## src/rtl/ultrasonic_pkg.sv

```systemverilog
// Shared types and default timing for the ultrasonic scan scheduler.
// Defaults assume a 50 MHz clock.
package ultrasonic_pkg;

    typedef enum logic [2:0] {
        IDLE      = 3'd0,
        FIRE      = 3'd1,
        WAIT_RISE = 3'd2,
        WAIT_FALL = 3'd3,
        SETTLE    = 3'd4,
        GUARD     = 3'd5
    } scan_state_e;

    localparam int DEF_N_SENSORS      = 3;
    localparam int DEF_DIST_W         = 8;
    localparam int DEF_ENABLE_CYCLES  = 100;
    localparam int DEF_TIMEOUT_CYCLES = 1_500_000;
    localparam int DEF_SETTLE_CYCLES  = 4;
    localparam int DEF_GUARD_CYCLES   = 500_000;
    localparam int DEF_NEAR_THRESH    = 20;

    // Wide enough for any supported distance width; users slice the low bits.
    localparam logic [63:0] DIST_TIMEOUT = {64{1'b1}};

    function automatic int max2(input int a, input int b);
        return (a > b) ? a : b;
    endfunction

endpackage

```

## src/rtl/echo_sync_edge.sv

```systemverilog
// Two-flop synchroniser for a vector of asynchronous echo pins, with
// registered single-cycle rise and fall pulses taken on the synchronised value.
module echo_sync_edge #(
    parameter int WIDTH = 3
) (
    input  logic             clk,
    input  logic             rst,
    input  logic [WIDTH-1:0] din,
    output logic [WIDTH-1:0] rise,
    output logic [WIDTH-1:0] fall
);

    logic [WIDTH-1:0] meta_r;
    logic [WIDTH-1:0] sync_r;
    logic [WIDTH-1:0] prev_r;

    // Synchroniser chain plus edge detection against the previous synced value.
    always_ff @(posedge clk) begin
        if (rst) begin
            meta_r <= {WIDTH{1'b0}};
            sync_r <= {WIDTH{1'b0}};
            prev_r <= {WIDTH{1'b0}};
            rise   <= {WIDTH{1'b0}};
            fall   <= {WIDTH{1'b0}};
        end else begin
            meta_r <= din;
            sync_r <= meta_r;
            prev_r <= sync_r;
            rise   <= sync_r & ~prev_r;
            fall   <= ~sync_r & prev_r;
        end
    end

endmodule

```

## src/rtl/ultrasonic_scan_scheduler.sv

```systemverilog
// Round-robin scheduler firing one ultrasonic sensor at a time, latching its
// distance on echo end (or all-ones on timeout) with a ring-down guard between shots.
module ultrasonic_scan_scheduler
    import ultrasonic_pkg::*;
#(
    parameter int N_SENSORS      = DEF_N_SENSORS,
    parameter int DIST_W         = DEF_DIST_W,
    parameter int ENABLE_CYCLES  = DEF_ENABLE_CYCLES,
    parameter int TIMEOUT_CYCLES = DEF_TIMEOUT_CYCLES,
    parameter int SETTLE_CYCLES  = DEF_SETTLE_CYCLES,
    parameter int GUARD_CYCLES   = DEF_GUARD_CYCLES,
    parameter int NEAR_THRESH    = DEF_NEAR_THRESH
) (
    input  logic                          clk,
    input  logic                          rst,
    input  logic                          run,
    input  logic [N_SENSORS-1:0]          echo,
    input  logic [N_SENSORS*DIST_W-1:0]   distance_in,
    output logic [N_SENSORS-1:0]          enable,
    output logic [N_SENSORS*DIST_W-1:0]   dist_out,
    output logic [N_SENSORS-1:0]          dist_valid,
    output logic [N_SENSORS-1:0]          near,
    output logic [N_SENSORS-1:0]          timeout,
    output logic [$clog2(N_SENSORS)-1:0]  sel,
    output logic                          busy
);

    localparam int SEL_W   = $clog2(N_SENSORS);
    localparam int BASE_W  = $clog2(N_SENSORS * DIST_W);
    localparam int CNT_MAX = max2(max2(ENABLE_CYCLES, TIMEOUT_CYCLES),
                                  max2(SETTLE_CYCLES, GUARD_CYCLES));
    localparam int CNT_W   = $clog2(CNT_MAX + 1);

    localparam logic [CNT_W-1:0]     ENABLE_LAST  = CNT_W'(ENABLE_CYCLES - 1);
    localparam logic [CNT_W-1:0]     TIMEOUT_LAST = CNT_W'(TIMEOUT_CYCLES - 1);
    localparam logic [CNT_W-1:0]     SETTLE_LAST  = CNT_W'(SETTLE_CYCLES - 1);
    localparam logic [CNT_W-1:0]     GUARD_LAST   = CNT_W'(GUARD_CYCLES - 1);
    localparam logic [CNT_W-1:0]     CNT_SAT      = {CNT_W{1'b1}};
    localparam logic [SEL_W-1:0]     SEL_LAST     = SEL_W'(N_SENSORS - 1);
    localparam logic [N_SENSORS-1:0] ONE_HOT0     = {{(N_SENSORS-1){1'b0}}, 1'b1};
    localparam logic [DIST_W-1:0]    DIST_ALL_ONES = DIST_TIMEOUT[DIST_W-1:0];
    // One extra bit so a threshold of 2**DIST_W still compares correctly.
    localparam logic [DIST_W:0]      NEAR_LIM     = (DIST_W+1)'(NEAR_THRESH);

    scan_state_e          state_r;
    logic [CNT_W-1:0]     cnt_r;
    logic [CNT_W-1:0]     cnt_inc_s;
    logic [SEL_W-1:0]     sel_next_s;
    logic [BASE_W-1:0]    base_s;
    logic [DIST_W-1:0]    dist_sel_s;
    logic [N_SENSORS-1:0] echo_rise_s;
    logic [N_SENSORS-1:0] echo_fall_s;

    echo_sync_edge #(
        .WIDTH (N_SENSORS)
    ) u_echo_sync (
        .clk  (clk),
        .rst  (rst),
        .din  (echo),
        .rise (echo_rise_s),
        .fall (echo_fall_s)
    );

    // Saturating counter increment, next sensor index and selected distance slice.
    always_comb begin
        cnt_inc_s  = (cnt_r == CNT_SAT) ? cnt_r : cnt_r + CNT_W'(1);
        sel_next_s = (sel == SEL_LAST) ? {SEL_W{1'b0}} : sel + SEL_W'(1);
        base_s     = BASE_W'(sel) * BASE_W'(DIST_W);
        dist_sel_s = distance_in[base_s +: DIST_W];
    end

    // Scan FSM with all outputs registered.
    always_ff @(posedge clk) begin
        if (rst) begin
            state_r    <= IDLE;
            cnt_r      <= {CNT_W{1'b0}};
            sel        <= {SEL_W{1'b0}};
            enable     <= {N_SENSORS{1'b0}};
            dist_out   <= {(N_SENSORS*DIST_W){1'b1}};
            dist_valid <= {N_SENSORS{1'b0}};
            near       <= {N_SENSORS{1'b0}};
            timeout    <= {N_SENSORS{1'b0}};
            busy       <= 1'b0;
        end else begin
            dist_valid <= {N_SENSORS{1'b0}};
            case (state_r)
                IDLE: begin
                    if (run) begin
                        state_r <= FIRE;
                        enable  <= ONE_HOT0 << sel;
                        cnt_r   <= {CNT_W{1'b0}};
                        busy    <= 1'b1;
                    end
                end
                FIRE: begin
                    if (cnt_r == ENABLE_LAST) begin
                        enable  <= {N_SENSORS{1'b0}};
                        state_r <= WAIT_RISE;
                        cnt_r   <= {CNT_W{1'b0}};
                    end else begin
                        cnt_r <= cnt_inc_s;
                    end
                end
                // The timeout budget spans both echo-wait states.
                WAIT_RISE, WAIT_FALL: begin
                    if (cnt_r == TIMEOUT_LAST) begin
                        dist_out[base_s +: DIST_W] <= DIST_ALL_ONES;
                        timeout[sel]               <= 1'b1;
                        near[sel]                  <= 1'b0;
                        dist_valid                 <= ONE_HOT0 << sel;
                        state_r                    <= GUARD;
                        cnt_r                      <= {CNT_W{1'b0}};
                    end else if (state_r == WAIT_RISE && echo_rise_s[sel]) begin
                        state_r <= WAIT_FALL;
                        cnt_r   <= cnt_inc_s;
                    end else if (state_r == WAIT_FALL && echo_fall_s[sel]) begin
                        state_r <= SETTLE;
                        cnt_r   <= {CNT_W{1'b0}};
                    end else begin
                        cnt_r <= cnt_inc_s;
                    end
                end
                SETTLE: begin
                    if (cnt_r == SETTLE_LAST) begin
                        dist_out[base_s +: DIST_W] <= dist_sel_s;
                        timeout[sel]               <= 1'b0;
                        near[sel]                  <= ({1'b0, dist_sel_s} < NEAR_LIM);
                        dist_valid                 <= ONE_HOT0 << sel;
                        state_r                    <= GUARD;
                        cnt_r                      <= {CNT_W{1'b0}};
                    end else begin
                        cnt_r <= cnt_inc_s;
                    end
                end
                GUARD: begin
                    if (cnt_r == GUARD_LAST) begin
                        sel   <= sel_next_s;
                        cnt_r <= {CNT_W{1'b0}};
                        if (run) begin
                            state_r <= FIRE;
                            enable  <= ONE_HOT0 << sel_next_s;
                            busy    <= 1'b1;
                        end else begin
                            state_r <= IDLE;
                            busy    <= 1'b0;
                        end
                    end else begin
                        cnt_r <= cnt_inc_s;
                    end
                end
                default: begin
                    state_r <= IDLE;
                    enable  <= {N_SENSORS{1'b0}};
                    cnt_r   <= {CNT_W{1'b0}};
                    busy    <= 1'b0;
                end
            endcase
        end
    end

endmodule

```

## config.mk

```make
export PLATFORM = sky130hd
export DESIGN_NAME = ultrasonic_scan_scheduler
export DESIGN_NICKNAME = d
export VERILOG_FILES = /design/src/rtl/ultrasonic_pkg.sv /design/src/rtl/echo_sync_edge.sv /design/src/rtl/ultrasonic_scan_scheduler.sv
export SDC_FILE = /design/constraint.sdc
export NUM_CORES = 1
export LEC_CHECK = 0
export BUFFER_PORTS_ARGS = -buffer_cell sky130_fd_sc_hd__buf_2
export CAP_MARGIN = 20
export CORE_MARGIN = 2
export CORE_UTILIZATION = 60
export CTS_BUF_LIST = sky130_fd_sc_hd__clkbuf_2 sky130_fd_sc_hd__clkbuf_4 sky130_fd_sc_hd__clkbuf_8
export CTS_CLUSTER_SIZE = 30
export DETAILED_ROUTE_END_ITERATION = 7
export GPL_TIMING_DRIVEN = 0
export PLACE_DENSITY = 0.85
export SYNTH_ARGS = -nofsm -noshare
export SYNTH_HDL_FRONTEND = slang
export SYNTH_SLANG_ARGS = --single-unit
```

## constraint.sdc

```tcl
create_clock -name clk -period 3.9 [get_ports clk]
set_input_delay 0.39 -clock clk [delete_from_list [all_inputs] [get_ports clk]]
set_output_delay 0.39 -clock clk [all_outputs]
set_load 0.03 [all_outputs]
```

==> reports/metrics.yaml <==
global_routing:
  antenna_found_initial: 0
  grt_pass1_vias: 3135
  grt_max_degree: 14
  grt_usage_pct: 27.9
  grt_pass1_wl_mm: 14.4
  grt-ovfl-total: 0
pwr:
  p_int_mw: 1.37
  p_switching_mw: 0.544
  ir_worst_vdd_mv: 0.308
  seqPwrFrac_pct: 44.5
  p_leak_nw: 1.68
  power.total_mw: 1.92
  swShare_pct: 28.4
  p_clk_share_pct: 36.9
  cellPowerDensity_nw_per_um2: 438
  combinationalPowerShare_pct: 18.5
placement:
  place_congestion: 0.923
  place_area_um2: 4140
  port_buffers: 68
  place_hpwl_mm: 6.69
  place_ws_ns: 1.45
logic_synthesis:
  synthDistinctLibCells: 55
  synthMuxAreaShare_pct: 4.35
  synth_top_area_share_pct: 42.1
  syn_inst: 421
  synthAdderAreaFrac_pct: 2.02
  synthXorXnorAreaFrac_pct: 3.54
  syn_area_um2: 3710
  syn_nets: 457
  synth_edf_count: 0
  synth_compound_area_share_pct: 18.1
  seq_area_frac_synth_pct: 42.1
  synthSimpleGateAreaFrac_pct: 26.9
  avgSynthCellArea_um2: 8.81
  post-synth-top-count-cell: "dfxtp_1"
  ys_seq_elements: 78
  synth_top_family_by_area: "simple AND/OR/NAND/NOR gates"
  ys.flop_type: "dfxtp_1"
  ys_top_cells_by_count: "dfxtp_1 (78), nor2_1 (67), nand2_1 (28), a21oi_1 (26), o22a_1 (24)"
  yosysWarnings: 0
  synth.area.top_cells: "dfxtp_1 (42%), nor2_1 (6.8%), o22a_1 (5.7%)"
  netlist.top_cell.by_area: "dfxtp_1"
  async_flop_share_pct: 0
worst_setup_path:
  reg2reg_slack_ns: 1.37
  startpoint_type: "register"
  path_cells: "ha_1 -> nor4b_1 -> and4_1 -> a21oi_2 -> a211o_2 -> o21bai_4 -> buf_6 -> nor2_1"
  critPathRequiredTime_ns: 4.14
  cp-end-kind: "register"
  critPathKind: "reg2reg"
  cp.arrival_ns: 2.76
  cp_max_fo: 10
  crit_slowest_cell: "dfxtp_1"
  cpPeakStageDelay_ns: 0.43
cells_and_area:
  multi_input_area_um2: 2040
  stdcell_area_um2: 4380
  area_growth_pct: 18.1
  nFillCells: 477
  seqCellArea_um2: 1560
  final_net_count: 536
  diodes: 0
  layout-drive-gt1-share_pct: 21.0
floorplanning:
  core-area_um2: 5960
  die_w_um: 82.6
  dieHeight_um: 82.6
  initial_core_util_pct: 62.2
  fp-row-count: 28
  io_pins: 69
  dieArea_um2: 6820
sta:
  max_freq_mhz: 396
  rsz0062_at_grt: "no"
  finalSetupTns_ns: 0
  period_share_pct: 64.8
  setup_ws_ns: 1.37
  slew_headroom_pct: 31.8
  fin_crit_ns: 2.53
  holdWs_ns: 0.249
  slew_viol_final: 0
  skew_ns: 0.00939
  worstMarginPinSlew_ns: 1.01
  hold_violations: 0
  setup_viol: 0
clock_tree:
  clockRootBuffer: "clkbuf_8"
  ctsResizeCount: 0
  clk_path_buf_depth: 2
  path_clk_slew_ns: 0.08
  cts_tree: "built"
  cts_buffers: 9
  post_cts_buffers: 0
  clock-sinks: 78
  cts_max_level: 3
  insertion_delay_ns: 0.35
  holdBufCountCts: 0
job:
  maxCapViolations: 0
detailed_routing:
  via_per_inst: 5.91
  initialDrtViolationCount: 257
  drtPass1Iterations: 4
  vias: 3423
  ant_nets: 0
  routedWlPerCell_um: 15.7
  drc: 0
  wirelength_mm: 9.07
min_path:
  hold_path_class: "in2reg"
outcome:
  status: "finished clean"
-- state kept, by name (all words and copies together) (netlist names), named ones only --
signal and count:
enable 3, busy 1, u_echo_sync.prev_r 3, dist_out 24, state_r 3, sel 2, u_echo_sync.fall 3, u_echo_sync.meta_r 3
u_echo_sync.sync_r 3, cnt_r 21, dist_valid 3, near 3, u_echo_sync.rise 3
-- cell families after synthesis --
group                    count (synthesis)
AO/OA/AOI/OAI                           89
AND/OR/NAND/NOR                        192
adder cells (fa/ha/maj)                  6
multiplexers                            16
flip-flops                              78
buffers and inverters                   25
XOR/XNOR                                15
-- cell usage in the layout, fill, tap and decap left out, types with 4 or more instances in the layout --
cell       n
nor3b_1    7
mux2i_1   15
nor2b_1   18
nand3_1   19
nor3_1     4
nor2_1    67
and4_1     5
inv_1      7
o21ai_0    5
a22oi_1    4
ha_1       6
a211o_1    4
clkbuf_1  13
xor2_1    11
buf_2     71
clkbuf_8   9
and2_1     5
nand2_1   28
xnor2_1    4
or3_1      4
a21oi_1   26
nand4_1    8
nor4_1     7
dfxtp_1   78
and3_1     4
nand2b_1   4
o22a_1    24
-- path summary, 6_finish.rpt --
| kind | startpoint | cells after the start | endpoint |
|---|---|---|---|
| max | cnt_r[0] | 8 | cnt_r[3] |
| min | echo[1] | 2 | u_echo_sync.meta_r[1] |
| max reg2reg | cnt_r[0] | 8 | cnt_r[3] |
| min reg2reg | u_echo_sync.prev_r[1] | 1 | u_echo_sync.rise[1] |
-- per-layer routing --
metal | vias up | GRT usage, % | wire length (um)
li1 | 1670 | - | -
met1 | 1609 | 33.7 | 3860
met2 | 125 | 47.4 | 4390
met3 | 19 | 6.30 | 607
met4 | 0 | 12.3 | 211
met5 | - | 0 | 0
-- per-stage QoR --
| stage | instances | utilization [%] |
|---|---|---|
| after CTS | 579 | 73.5 |
| after global routing | 579 | 73.5 |
| after global placement | 564 | 69.5 |
| final | 579 | 73.5 |
| after floorplan | 421 | - |
| after detailed placement | 564 | 69.5 |
-- power by group through the flow --
stage | combinational, mW | sequential, mW | clock, mW
finish | 0.355 | 0.855 | 0.709
global route | 0.396 | 0.858 | 0.751
CTS | 0.350 | 0.853 | 0.717
detailed placement | 0.348 | 0.872 | 0
global placement | 0.341 | 0.871 | 0
floorplan | 0.249 | 0.879 | 0
-- final cells by class --
class	instances	area share [%]
Inverter	7	0.600
Multi-Input combinational cell	318	46.5
Sequential cell	78	35.7
Buffer	18	1.89
Timing Repair Buffer	68	7.78
Tap cell	75	2.14
Clock buffer	9	2.83
Clock inverter	6	2.54
-- critical path, delay by kind of cell (launching register included) --
family	cells	cell delay, ns
DFF	1	0.43
AOI/OAI and AO/OA	3	0.84
and+or+nand+nor	3	0.69
adders and majority gates	1	0.28
buffers and inverters	1	0.19
No activity file was read; power rests on OpenSTA's default activity.
